===== config.mk =====
export PLATFORM = sky130hd
export DESIGN_NAME = lutram_port_sched_flat
export DESIGN_NICKNAME = d
export VERILOG_FILES = /design/src/rtl/lutram_port_sched_if.sv /design/src/rtl/lutram_port_sched.sv /design/src/flat_wrapper.sv
export SDC_FILE = /design/constraint.sdc
export NUM_CORES = 1
export LEC_CHECK = 0
export BUFFER_PORTS_ARGS = -buffer_cell sky130_fd_sc_hd__buf_2
export CAP_MARGIN = 40
export CORE_AREA = 5 5 161 163
export DETAILED_ROUTE_END_ITERATION = 6
export DIE_AREA = 0 0 166 168
export GPL_TIMING_DRIVEN = 0
export PLACE_DENSITY = 0.49
export SLEW_MARGIN = 10
export SYNTH_ARGS = -nofsm -noshare
export SYNTH_HDL_FRONTEND = slang
export SYNTH_SLANG_ARGS = --single-unit

===== constraint.sdc =====
create_clock -name clk -period 1.6 [get_ports clk]
set_clock_uncertainty 0.1 [all_clocks]
set_input_delay 0.24 -clock clk [delete_from_list [all_inputs] [get_ports clk]]
set_output_delay 0.24 -clock clk [all_outputs]
set_load 0.1 [all_outputs]

===== src/rtl/lutram_port_sched_if.sv =====
// Bus bundle between the port scheduler, its requesters and the dual-port LUT RAM.
interface lutram_port_sched_if #(
  parameter int DATA = 72,
  parameter int ADDR = 10
);
  // clear sweep control
  logic            clr_start;
  logic            clr_busy;
  logic            clr_done;
  // write requester 0
  logic            w0_valid;
  logic            w0_ready;
  logic [ADDR-1:0] w0_addr;
  logic [DATA-1:0] w0_data;
  // write requester 1
  logic            w1_valid;
  logic            w1_ready;
  logic [ADDR-1:0] w1_addr;
  logic [DATA-1:0] w1_data;
  // read requester and read return
  logic            r_valid;
  logic            r_ready;
  logic [ADDR-1:0] r_addr;
  logic            rd_valid;
  logic [DATA-1:0] rd_data;
  // RAM side: port A read, port B write
  logic [ADDR-1:0] ram_a_addr;
  logic [DATA-1:0] ram_a_dout;
  logic            ram_b_wr;
  logic [ADDR-1:0] ram_b_addr;
  logic [DATA-1:0] ram_b_din;

  modport slave (
    input  clr_start,
    output clr_busy, clr_done,
    input  w0_valid, w0_addr, w0_data,
    output w0_ready,
    input  w1_valid, w1_addr, w1_data,
    output w1_ready,
    input  r_valid, r_addr,
    output r_ready, rd_valid, rd_data,
    output ram_a_addr,
    input  ram_a_dout,
    output ram_b_wr, ram_b_addr, ram_b_din
  );

  modport master (
    output clr_start,
    input  clr_busy, clr_done,
    output w0_valid, w0_addr, w0_data,
    input  w0_ready,
    output w1_valid, w1_addr, w1_data,
    input  w1_ready,
    output r_valid, r_addr,
    input  r_ready, rd_valid, rd_data,
    input  ram_a_addr,
    output ram_a_dout,
    input  ram_b_wr, ram_b_addr, ram_b_din
  );
endinterface


===== src/rtl/lutram_port_sched.sv =====
// Port scheduler for a dual-port LUT RAM: round-robin write arbitration onto
// port B, fixed-latency reads on port A with same-address collision stall,
// and a full-memory clear sweep.
module lutram_port_sched #(
  parameter int              DATA         = 72,
  parameter int              ADDR         = 10,
  parameter logic [DATA-1:0] CLR_VAL      = '0,
  parameter bit              CLR_ON_RESET = 1'b0
) (
  input  logic                clk,
  input  logic                reset,
  lutram_port_sched_if.slave  bus
);

  typedef enum logic {RUN, CLEAR} state_t;

  state_t          state, state_nxt;
  logic [ADDR-1:0] counter, counter_nxt;
  logic            rr_ptr, rr_ptr_nxt;     // 0: w0 wins a tie, 1: w1 wins a tie
  logic            rd_valid_q;
  logic            clr_done_q, clr_done_nxt;

  logic            gnt0, gnt1;
  logic            wr_en;
  logic [ADDR-1:0] wr_addr;
  logic [DATA-1:0] wr_data;
  logic [ADDR-1:0] rd_addr;
  logic            rd_ready;
  logic            w0_rdy, w1_rdy;

  // Next-state, arbitration and RAM port drive; the reset cycle issues no operation
  // so a sweep aborted by reset writes nothing further.
  always_comb begin
    state_nxt    = state;
    counter_nxt  = counter;
    rr_ptr_nxt   = rr_ptr;
    clr_done_nxt = 1'b0;
    gnt0         = 1'b0;
    gnt1         = 1'b0;
    wr_en        = 1'b0;
    wr_addr      = '0;
    wr_data      = '0;
    rd_addr      = '0;
    rd_ready     = 1'b0;
    w0_rdy       = 1'b0;
    w1_rdy       = 1'b0;
    if (!reset) begin
      unique case (state)
        RUN: begin
          rd_addr = bus.r_addr;
          if (bus.clr_start) begin
            state_nxt   = CLEAR;
            counter_nxt = '0;
          end else begin
            gnt0 = bus.w0_valid && (!bus.w1_valid || !rr_ptr);
            gnt1 = bus.w1_valid && (!bus.w0_valid ||  rr_ptr);
            if (gnt0) begin
              w0_rdy     = 1'b1;
              wr_en      = 1'b1;
              wr_addr    = bus.w0_addr;
              wr_data    = bus.w0_data;
              rr_ptr_nxt = 1'b1;
            end else if (gnt1) begin
              w1_rdy     = 1'b1;
              wr_en      = 1'b1;
              wr_addr    = bus.w1_addr;
              wr_data    = bus.w1_data;
              rr_ptr_nxt = 1'b0;
            end
            // A read of the location being written this cycle would see the old
            // word, so stall it one cycle to return the new one.
            rd_ready = bus.r_valid && !(wr_en && (wr_addr == bus.r_addr));
          end
        end
        CLEAR: begin
          wr_en       = 1'b1;
          wr_addr     = counter;
          wr_data     = CLR_VAL;
          counter_nxt = counter + ADDR'(1);
          if (counter == '1) begin
            state_nxt    = RUN;
            clr_done_nxt = 1'b1;
          end
        end
        default: state_nxt = RUN;
      endcase
    end
  end

  // State, sweep counter, round-robin pointer and read-return register.
  always_ff @(posedge clk) begin
    if (reset) begin
      state      <= CLR_ON_RESET ? CLEAR : RUN;
      counter    <= '0;
      rr_ptr     <= 1'b0;
      rd_valid_q <= 1'b0;
      clr_done_q <= 1'b0;
    end else begin
      state      <= state_nxt;
      counter    <= counter_nxt;
      rr_ptr     <= rr_ptr_nxt;
      rd_valid_q <= rd_ready;
      clr_done_q <= clr_done_nxt;
    end
  end

  assign bus.w0_ready   = w0_rdy;
  assign bus.w1_ready   = w1_rdy;
  assign bus.r_ready    = rd_ready;
  assign bus.rd_valid   = rd_valid_q;
  assign bus.rd_data    = bus.ram_a_dout;
  assign bus.ram_a_addr = rd_addr;
  assign bus.ram_b_wr   = wr_en;
  assign bus.ram_b_addr = wr_addr;
  assign bus.ram_b_din  = wr_data;
  assign bus.clr_busy   = (state == CLEAR);
  assign bus.clr_done   = clr_done_q;

endmodule


===== src/flat_wrapper.sv =====
// flat-port wrapper written by rule: the top's interface ports become plain ports
module lutram_port_sched_flat 
#(
  parameter int              DATA         = 72,
  parameter int              ADDR         = 10,
  parameter logic [DATA-1:0] CLR_VAL      = '0,
  parameter bit              CLR_ON_RESET = 1'b0
)
  (clk, reset, bus_clr_start, bus_clr_busy, bus_clr_done, bus_w0_valid, bus_w0_addr, bus_w0_data, bus_w0_ready, bus_w1_valid, bus_w1_addr, bus_w1_data, bus_w1_ready, bus_r_valid, bus_r_addr, bus_r_ready, bus_rd_valid, bus_rd_data, bus_ram_a_addr, bus_ram_a_dout, bus_ram_b_wr, bus_ram_b_addr, bus_ram_b_din);
  lutram_port_sched_if #(.DATA(DATA), .ADDR(ADDR)) bus_i ();
  input  logic clk;
  input  logic reset;
  input wire logic [$bits(bus_i.clr_start)-1:0] bus_clr_start;
  output wire logic [$bits(bus_i.clr_busy)-1:0] bus_clr_busy;
  output wire logic [$bits(bus_i.clr_done)-1:0] bus_clr_done;
  input wire logic [$bits(bus_i.w0_valid)-1:0] bus_w0_valid;
  input wire logic [$bits(bus_i.w0_addr)-1:0] bus_w0_addr;
  input wire logic [$bits(bus_i.w0_data)-1:0] bus_w0_data;
  output wire logic [$bits(bus_i.w0_ready)-1:0] bus_w0_ready;
  input wire logic [$bits(bus_i.w1_valid)-1:0] bus_w1_valid;
  input wire logic [$bits(bus_i.w1_addr)-1:0] bus_w1_addr;
  input wire logic [$bits(bus_i.w1_data)-1:0] bus_w1_data;
  output wire logic [$bits(bus_i.w1_ready)-1:0] bus_w1_ready;
  input wire logic [$bits(bus_i.r_valid)-1:0] bus_r_valid;
  input wire logic [$bits(bus_i.r_addr)-1:0] bus_r_addr;
  output wire logic [$bits(bus_i.r_ready)-1:0] bus_r_ready;
  output wire logic [$bits(bus_i.rd_valid)-1:0] bus_rd_valid;
  output wire logic [$bits(bus_i.rd_data)-1:0] bus_rd_data;
  output wire logic [$bits(bus_i.ram_a_addr)-1:0] bus_ram_a_addr;
  input wire logic [$bits(bus_i.ram_a_dout)-1:0] bus_ram_a_dout;
  output wire logic [$bits(bus_i.ram_b_wr)-1:0] bus_ram_b_wr;
  output wire logic [$bits(bus_i.ram_b_addr)-1:0] bus_ram_b_addr;
  output wire logic [$bits(bus_i.ram_b_din)-1:0] bus_ram_b_din;
  assign bus_i.clr_start = bus_clr_start;
  assign bus_clr_busy = bus_i.clr_busy;
  assign bus_clr_done = bus_i.clr_done;
  assign bus_i.w0_valid = bus_w0_valid;
  assign bus_i.w0_addr = bus_w0_addr;
  assign bus_i.w0_data = bus_w0_data;
  assign bus_w0_ready = bus_i.w0_ready;
  assign bus_i.w1_valid = bus_w1_valid;
  assign bus_i.w1_addr = bus_w1_addr;
  assign bus_i.w1_data = bus_w1_data;
  assign bus_w1_ready = bus_i.w1_ready;
  assign bus_i.r_valid = bus_r_valid;
  assign bus_i.r_addr = bus_r_addr;
  assign bus_r_ready = bus_i.r_ready;
  assign bus_rd_valid = bus_i.rd_valid;
  assign bus_rd_data = bus_i.rd_data;
  assign bus_ram_a_addr = bus_i.ram_a_addr;
  assign bus_i.ram_a_dout = bus_ram_a_dout;
  assign bus_ram_b_wr = bus_i.ram_b_wr;
  assign bus_ram_b_addr = bus_i.ram_b_addr;
  assign bus_ram_b_din = bus_i.ram_b_din;
  lutram_port_sched #(.DATA(DATA), .ADDR(ADDR), .CLR_VAL(CLR_VAL), .CLR_ON_RESET(CLR_ON_RESET)) u_core (.clk(clk), .reset(reset), .bus(bus_i));
endmodule

# Word-level counts from Yosys, hierarchy flattened
# Index checks and enable logic that the tools add are counted.
totals:
  ff_bits: 14
  output_inout_bits: 171
  elab_cells: 66
op_classes:
  addsub: 1
  eq_ne: 3
  muxes: 42
  bitwise_logic: 2
  n_reduce_logical: 13
ops:
  columns: ["op", "n"]
  rows:
  - ["two-way mux 72 bit", 4]
  - ["one-hot mux 72 bit (2 select lines)", 1]
  - ["two-way mux 10 bit", 10]
  - ["one-hot mux 10 bit (2 select lines)", 2]
  - ["two-way mux 1 bit", 23]
  - ["adder 10 x 1 -> 10 bit, second input constant", 1]
  - ["== test 10 bit", 1]
  - ["== test 10 bit, second input constant", 1]
  - ["logical AND 1 bit", 4]
  - ["logical NOT 1 bit", 4]
  - ["one-hot mux 1 bit (2 select lines)", 2]
  - ["AND reduction 3 bit", 1]
  - ["logical OR 1 bit", 2]
  - ["!= test 2 bit, second input constant", 1]
  - ["inverter 1 bit", 2]
  - ["nonzero test 2 bit", 1]
  - ["OR reduction 2 bit", 1]

# Logic depth before layout (Yosys ltp)
# Gate-level depths: netlist (run 1).
depth:
  ltp_word: 15
  ltp_mapped: 7
  mapped_depth_nobuf: 5

# Worst setup path before layout (run 1)
# No wires, ideal clock.
synth_timing:
  path_type: "register -> output"
  from: "register u_core.state, in the netlist u_core.bus.clr_busy"
  to: "output port bus_ram_b_addr[0]"
  arrival_time_ns: 3.106
  setup_slack_ns: -1.846
  path_stages_with_launch: 5
  cell_sequence: "dfxtp_1 -> buf_2 -> buf_1 -> nand2_1 -> a21oi_1"
synth_via:
  elab_chain_len: 3
synth_rtl:
  columns: ["item", "line_no", "text"]
  rows:
  - ["start: declaration", "lutram_port_sched.sv:17", "state_t state, state_nxt;"]
  - ["start signal: assignment", "lutram_port_sched.sv:93", "state <= CLR_ON_RESET ? CLEAR : RUN;"]
  - ["start signal: assignment", "lutram_port_sched.sv:99", "state <= state_nxt;"]
  - ["inverter 1 bit (no line)", null, null]
  - ["one-hot mux 10 bit (2 select lines) (*)", "lutram_port_sched.sv:48", "unique case (state)"]
  - ["two-way mux 10 bit (*)", "lutram_port_sched.sv:47", "if (!reset) begin"]
  - ["end: declaration", "flat_wrapper.sv:32", "output wire logic [$bits(bus_i.ram_b_addr)-1:0] bus_ram_b_addr;"]
# Mark *: on every way between the ends. The rest lies on a longest branch, timed or not.

# Worst setup path in the final report (run 1)
layout_timing:
  from: "register u_core.rr_ptr"
  to: "output port bus_r_ready"
layout_via:
  elab_chain_len: 14
layout_rtl:
  columns: ["item", "line_no", "text"]
  rows:
  - ["start: declaration", "lutram_port_sched.sv:19", "logic rr_ptr, rr_ptr_nxt;"]
  - ["start signal: assignment", "lutram_port_sched.sv:101", "rr_ptr <= rr_ptr_nxt;"]
  - ["logical OR 1 bit or logical NOT 1 bit (tied branches)", "lutram_port_sched.sv:56, lutram_port_sched.sv:55", null]
  - ["logical AND 1 bit or logical OR 1 bit (tied branches)", "lutram_port_sched.sv:56, lutram_port_sched.sv:55", null]
  - ["two-way mux 10 bit or logical AND 1 bit (tied branches)", "lutram_port_sched.sv:63, lutram_port_sched.sv:55", null]
  - ["two-way mux 10 bit", "lutram_port_sched.sv:57", "if (gnt0) begin"]
  - ["two-way mux 10 bit", "lutram_port_sched.sv:51", "if (bus.clr_start) begin"]
  - ["two-way mux 10 bit", "lutram_port_sched.sv:48", null]
  - ["two-way mux 10 bit", "lutram_port_sched.sv:47", null]
  - ["== test 10 bit", "lutram_port_sched.sv:72", "rd_ready = bus.r_valid && !(wr_en && (wr_addr == bus.r_addr));"]
  - ["logical AND 1 bit (*)", "lutram_port_sched.sv:72", null]
  - ["logical NOT 1 bit (*)", "lutram_port_sched.sv:72", null]
  - ["logical AND 1 bit (*)", "lutram_port_sched.sv:72", null]
  - ["two-way mux 1 bit (*)", "lutram_port_sched.sv:51", null]
  - ["two-way mux 1 bit (*)", "lutram_port_sched.sv:48", null]
  - ["two-way mux 1 bit (*)", "lutram_port_sched.sv:47", null]
  - ["end: declaration", "flat_wrapper.sv:26", "output wire logic [$bits(bus_i.r_ready)-1:0] bus_r_ready;"]
# Mark *: on every way between the ends. The rest lies on a longest branch, timed or not. The select of a mux whose other input is x is not followed.

==> results of run 1 <==
-- synth_stat cells, types with 2 or more instances --
master    count
a21oi_1      17
a22o_1       73
a22oi_1       2
a31oi_1       2
a32oi_1       6
a32oi_2       3
and2_1       11
and3_1        3
and3b_1       2
buf_2         9
buf_4        72
buf_6        10
clkbuf_1      6
dfxtp_1      14
nand2_1      16
nand2b_1     10
nand3_1       2
nand3b_1      2
nor2_1       11
nor2b_1       2
nor3_1        2
nor4_2        2
o211ai_1      3
or2_2         2
or3_1         3
xnor2_1      11
-- layout by cell type, fill, tap and decap left out, drive strengths merged, types with 2 or more instances in the layout --
| cell type | instances |
|---|---|
| a31oi | 2 |
| and2 | 11 |
| nand2b | 11 |
| a22oi | 2 |
| dfxtp | 14 |
| and3 | 3 |
| a21oi | 17 |
| xnor2 | 11 |
| nor3 | 2 |
| o211ai | 3 |
| or3 | 3 |
| and3b | 2 |
| nand2 | 16 |
| nor4 | 2 |
| nor2 | 11 |
| nand3b | 2 |
| nor2b | 2 |
| buf | 492 |
| a22o | 73 |
| or2 | 2 |
| a32oi | 9 |
| nand3 | 2 |
| clkbuf | 13 |
-- final cells by class --
class                      count  area [sq um]  area share, %
clock buffer                   4          88.8           1.07
multi-input combinational    196          2560           31.0
sequential                    14           289           3.49
antenna                        1          2.50         0.0303
timing repair buffer         406          4020           48.6
buffer                        95           898           10.9
inverter                       1          3.75         0.0454
tap                          324           405           4.90
-- metrics by stage --
step	hold WS [ns]	cells
floorplan	0.337	309
global placement	0.369	982
detailed placement	0.370	983
CTS	0.209	1018
global route	0.217	1041
finish	0.190	1041
-- final timing paths --
| check | start | endpoint | slack (ns) | cells after the start |
|---|---|---|---|---|
| max reg2reg | u_core.rr_ptr$_SDFFE_PP0P_ | u_core.bus.rd_valid$_SDFF_PP0_ | -0.24 | 9 |
| max | u_core.rr_ptr$_SDFFE_PP0P_ | bus_r_ready | -0.74 | 10 |
| min | reset | u_core.rr_ptr$_SDFFE_PP0P_ | 0.19 | 2 |
| min reg2reg | u_core.counter[4]$_SDFFE_PP0P_ | u_core.counter[4]$_SDFFE_PP0P_ | 0.41 | 2 |
-- layer usage --
metal | vias up | GRT usage, % | wire length, microns
met3 | 18 | 2.42 | 1190
met2 | 191 | 22.5 | 10300
met1 | 1895 | 14.7 | 7690
li1 | 1902 | - | -
met4 | 0 | 2.65 | 380
met5 | - | 0 | 0
-- cell families (layout without fill, tap and decap cells) --
group                      Yosys count  in the layout
AOI/OAI and AO/OA                  109            109
xor gates and xnor gates            12             12
adders and majority gates            1              1
buffers and inverters               99            506
DFF                                 14             14
muxes                                2              2
other                                0              1
and+or+nand+nor                     72             72
-- power groups by stage --
| stage | Sequential, mW | Combinational [mW] | Clock, mW |
|---|---|---|---|
| after floorplan | 0.391 | 1.95 | 0 |
| after global placement | 0.374 | 2.47 | 0 |
| after global routing | 0.365 | 3.31 | 0.565 |
| after detailed placement | 0.374 | 2.48 | 0 |
| after CTS | 0.364 | 3.05 | 0.552 |
| final | 0.364 | 3.22 | 0.539 |
-- state kept, by name, indices dropped and copies added, names as in the netlist --
signal               cells
u_core.counter          10
u_core.bus.clr_done      1
u_core.bus.rd_valid      1
u_core.bus.clr_busy      1
u_core.rr_ptr            1
-- what timing repair did --
item | 4_1_cts | 5_1_grt
gates cloned | 12 | 5
setup buffers | 20 | 21
resized for setup | 463 | 62
pin swaps | 28 | 34
setup endpoints to repair | 97 | 102
==> results.txt, run 1 <==
status - finished with violations
failing checks - setup timing
worst path bufs/invs - 5
Crit Path Class - flip-flop to output pin
post-synthesis compound-gate area fraction - 36.7%
Num CTS Buffers - 3
crit-path cells - buf_6, a21boi_4, buf_4, buf_4, a32oi_4, xnor2_2, nor4_2, buf_4, a31oi_4, buf_12
Nets - 970
DRC viols - 0
cell family with most CP delay - buffers and inverters
post-synthesis sequential area ratio - 11.4%
setup TNS - -52.38 ns
vias in the first global route - 4253
largest family of logic cells by synthesized area - compound AO/OA/AOI/OAI gates
Synth area leader - a22o_1
Root Driver - clkbuf_16
Vias - 4006
die area - 27900 sq um
Final setup violation count - 97
top cell type's share of synthesized area - 26.0%
multiplexer share of the synthesized area - 0.866%
share of layout cells above drive strength 1 - 90.8%
pins over their slew limit - 0
Max rail drop VDD - 0.000365 V
Wirelength per Cell - 18.8 microns
remaining antenna violation count - 0
GR Overflow Total - 0
Startpoint Class - flip-flop
Tcrit/Tclk final - 146%
CTS Sinks - 14
post-synthesis adder-cell area fraction - 0.509%
Flop pwr share - 8.8%
fill count - 2361
clock buffer depth - 2
DR vias/cell - 3.85
Pwr Density - 498 nW/um^2
cells after synthesis - 309
Post-synth EDFFs - 0
Worst-Skew Late Latency - 0.25 ns
pre-CTS setup slack - -0.755 ns
Power Total - 4.12 mW
Site Rows - 57
CP Data Required Time - 1.26 ns
Clock Power Share - 13.1%
Final WS setup - -0.742 ns
Slew @ Worst Pin - 0.870 ns
critical path's most frequent cell - buf_4
Placed Area - 5280 sq um
Core Area - 24200 sq um
synthesized area per cell - 7.95 sq um
Final min period - 2.34 ns
final hold vios - 0
Int Pwr - 1.90 mW
Synth cell types - 39
Die Height - 168 microns
Cell Area, Synth - 2460 sq um
Hold Buf Count CTS - 0
Sw Pwr - 2.22 mW
Ports - 423
Initial Util - 10.2%
Post-Syn Nets - 562
worst-path fanout max - 4
GR Util All Layers - 12.2%
Port Buffer Count - 349
Logic pwr share - 78.1%
Post-Synth Simple-Gate Area - 16.6%
synthesis-stage register bit count - 14
drt pass-1 iters - 5
Hold Path Class - input pin to flip-flop
Iter 0 DRT Violations - 98
Syn-to-layout area delta - 237%
first-pass GRT wire length - 27000 microns
final core occ - 34.2%
RSZ-0062 raised after global routing - true
CTS tree - yes
Die Wd - 166 microns
f_max - 0.427 GHz
synth warn - 0
htree depth - 1
Lkg Pwr - 3.98 nW
Area contributors post-synth - a22o_1 26%, buf_4 22%, dfxtp_1 11%
Slew HR - 42.0%
crit path capture type - output pin
critical path's largest stage delay - 0.33 ns
sw frac - 53.8%
largest net degree at the start of global routing - 11
FFs w/ async S/R, synth - 0%
maxcap violations - 0
post-detail-place hpwl - 14200 microns
crit path DAT - 2.00 ns
XOR/XNOR Fraction of Synth Area - 4.28%
Final GP Congestion - 0.939
Post-synth top flop - dfxtp_1
Post-Route WL - 19600 microns
fin area - 8270 sq um
Clock Pin Slew Worst Setup and Hold Paths - 0.05 ns
Worst path slowest cell - dfxtp_2
antenna violations before repair - 1
Power figures use the tool's default switching activity.
==> inputs of run 2 (changes only) <==
--- a/config.mk
+++ b/config.mk
@@ -12,6 +12,7 @@
 export DIE_AREA = 0 0 166 168
 export GPL_TIMING_DRIVEN = 0
 export PLACE_DENSITY = 0.49
+export SETUP_SLACK_MARGIN = 0.1
 export SLEW_MARGIN = 10
 export SYNTH_ARGS = -nofsm -noshare
 export SYNTH_HDL_FRONTEND = slang
==> run 2 against run 1 <==
Critical path type unchanged. Sequential power about the same. The flow still finishes with violations (setup timing). Highest routed layer unchanged. Clock power decreased by 0.9%. Die area unchanged.
==> results.txt, run 2 (synthesized netlist as in run 1, its figures left out) <==
status - finished with violations
failing checks - setup timing
final hold vios - 0 (unchanged)
clock buffer depth - 2 (unchanged)
Hold Path Class - input pin to flip-flop
Power Total - 3.85 mW (-6.5%)
Final GP Congestion - 0.951 (+1.3%)
Max rail drop VDD - 0.000309 V (-15%)
CTS Sinks - 14 (unchanged)
pre-CTS setup slack - -0.758 ns (-0.00300 ns)
share of layout cells above drive strength 1 - 90.2% (-0.61 points)
antenna violations before repair - 5 (+4)
DRC viols - 0 (unchanged)
Initial Util - 10.2% (unchanged)
Die Height - 168 microns (unchanged)
pins over their slew limit - 0 (unchanged)
CP Data Required Time - 1.26 ns (about the same)
Site Rows - 57 (unchanged)
Ports - 423 (unchanged)
Final min period - 2.29 ns (-0.0535 ns)
most frequent cells in the layout - 253 x buf_2, 101 x buf_12, 86 x buf_4
Vias - 3831 (-4.4%)
post-detail-place hpwl - 15300 microns (+8.3%)
Slew HR - 65.6% (+24 points)
Pwr Density - 533 nW/um^2 (+7.1%)
Num CTS Buffers - 3 (unchanged)
RSZ-0062 raised after global routing - true
Startpoint Class - flip-flop
Core Area - 24200 sq um (unchanged)
fin area - 7220 sq um (-13%)
remaining antenna violation count - 0 (unchanged)
Slew @ Worst Pin - 0.520 ns (-0.351 ns)
GR Overflow Total - 0 (unchanged)
crit path capture type - output pin
htree depth - 1 (unchanged)
drt pass-1 iters - 4 (-1)
sw frac - 54.9% (+1.1 points)
Non-Filler Instances - 1009 (-3.1%)
Nets - 936 (-3.5%)
commonest non-fill, non-tap cell in the layout - buf_2
Post-Route WL - 18200 microns (-6.7%)
DR vias/cell - 3.80 (-1.3%)
placed insts - 983 (unchanged)
Placed Area - 5310 sq um (+0.57%)
crit path DAT - 1.95 ns (-0.05 ns)
Syn-to-layout area delta - 194%
Crit Path Class - flip-flop to output pin
max reg flops - 10 (unchanged)
die area - 27900 sq um (unchanged)
Logic pwr share - 76.7% (-1.4 points)
Port Buffer Count - 349 (unchanged)
Sw Pwr - 2.12 mW (-4.5%)
Hold Buf Count CTS - 0 (unchanged)
Die Wd - 166 microns (unchanged)
Wirelength per Cell - 18.1 microns (-3.7%)
Critical R2R Launch - u_core.bus.clr_busy$_SDFF_PP0_
GR Util All Layers - 11.7% (-0.54 points)
CTS tree - yes
flop2flop setup slack - -0.13 ns (+0.11 ns)
Clock Pin Slew Worst Setup and Hold Paths - 0.05 ns (about the same)
Int Pwr - 1.74 mW (-8.7%)
maxcap violations - 0 (unchanged)
first-pass GRT wire length - 25800 microns (-4.5%)
largest register by flop count - u_core.counter
Tcrit/Tclk final - 143% (-3.3 points)
Lkg Pwr - 3.45 nW (-13%)
largest net degree at the start of global routing - 11 (unchanged)
Critical Path Start - u_core.rr_ptr$_SDFFE_PP0P_
worst-path fanout max - 10 (+6)
hold path start - reset
Final WS setup - -0.689 ns (+0.0535 ns)
Worst-Skew Late Latency - 0.25 ns (about the same)
vias in the first global route - 4002 (-5.9%)
Iter 0 DRT Violations - 133 (+36%)
Root Driver - clkbuf_16
Setup crit end - bus_ram_b_din[18]
FF-to-FF End - u_core.counter[5]$_SDFFE_PP0P_
fill count - 2470 (+4.6%)
setup TNS - -53.41 ns (-1.03 ns)
Clock Power Share - 13.9% (+0.8 points)
Reg2Reg Depth - 9 (unchanged)
f_max - 0.437 GHz (+2.3%)
Flop pwr share - 9.4% (+0.6 points)
Final setup violation count - 96 (-1.0%)
-- run 2: per-stage QoR --
step | hold WS [ns] | utilization, %
6_report | 0.192 | 29.9
5_1_grt | 0.222 | 29.9
4_1_cts | 0.235 | 29.0
3_5_place_dp | 0.372 | 22.0
3_3_place_gp | 0.370 | 21.9
2_1_floorplan | 0.331 | -
-- run 2: how the worst min path moves through the flow --
| stage | endpoint | slack (ns) | cells after the start |
|---|---|---|---|
| after floorplan | u_core.counter[3]$_SDFFE_PP0P_ | 0.33 | 3 |
| after global placement | u_core.rr_ptr$_SDFFE_PP0P_ | 0.37 | 1 |
| after detailed placement | u_core.rr_ptr$_SDFFE_PP0P_ | 0.37 | 1 |
| after CTS | u_core.bus.rd_valid$_SDFF_PP0_ | 0.23 | 3 |
| after global routing | u_core.bus.clr_done$_SDFF_PP0_ | 0.22 | 2 |
| final | u_core.rr_ptr$_SDFFE_PP0P_ | 0.19 | 2 |
-- run 2: power groups by stage --
stage	sequential [mW]	clock, mW	combinational [mW]
after floorplan	0.391	0	1.95
after global placement	0.373	0	2.49
after detailed placement	0.373	0	2.49
after CTS	0.363	0.545	2.89
after global routing	0.363	0.557	3.05
final	0.362	0.534	2.96
-- run 2: what timing repair did --
| action | in CTS | in global routing |
|---|---|---|
| gates resized for setup | 409 | 28 |
| cloned | 1 | 1 |
| pin swaps | 3 | 14 |
| buffers inserted | 6 | 11 |
| setup endpoints to repair | 100 | 99 |
-- run 2: area by class of cell --
| class | count | area (sq um) | share of cell area, % |
|---|---|---|---|
| Antenna cell | 3 | 7.51 | 0.104 |
| Buffer | 98 | 863 | 12.0 |
| Clock buffer | 4 | 88.8 | 1.23 |
| Inverter | 1 | 3.75 | 0.0520 |
| Multi-Input combinational cell | 196 | 2170 | 30.0 |
| Sequential cell | 14 | 294 | 4.07 |
| Tap cell | 324 | 405 | 5.61 |
| Timing Repair Buffer | 369 | 3390 | 46.9 |
-- run 2: routing by layer --
layer | vias to the layer above | routed length, microns | GRT usage, %
met5 | - | 0 | 0
met4 | 0 | 275 | 2.58
li1 | 1828 | - | -
met3 | 19 | 1230 | 2.70
met2 | 210 | 9690 | 21.7
met1 | 1774 | 7060 | 13.7
-- run 2: worst max-delay path, stage by stage (launching register included) --
cell      delay (ns)
dfxtp_2         0.33
nand2b_4        0.14
buf_12          0.14
and2_4          0.16
and3b_1         0.19
buf_12          0.16
buf_8           0.15
a22o_4          0.24
buf_12          0.17
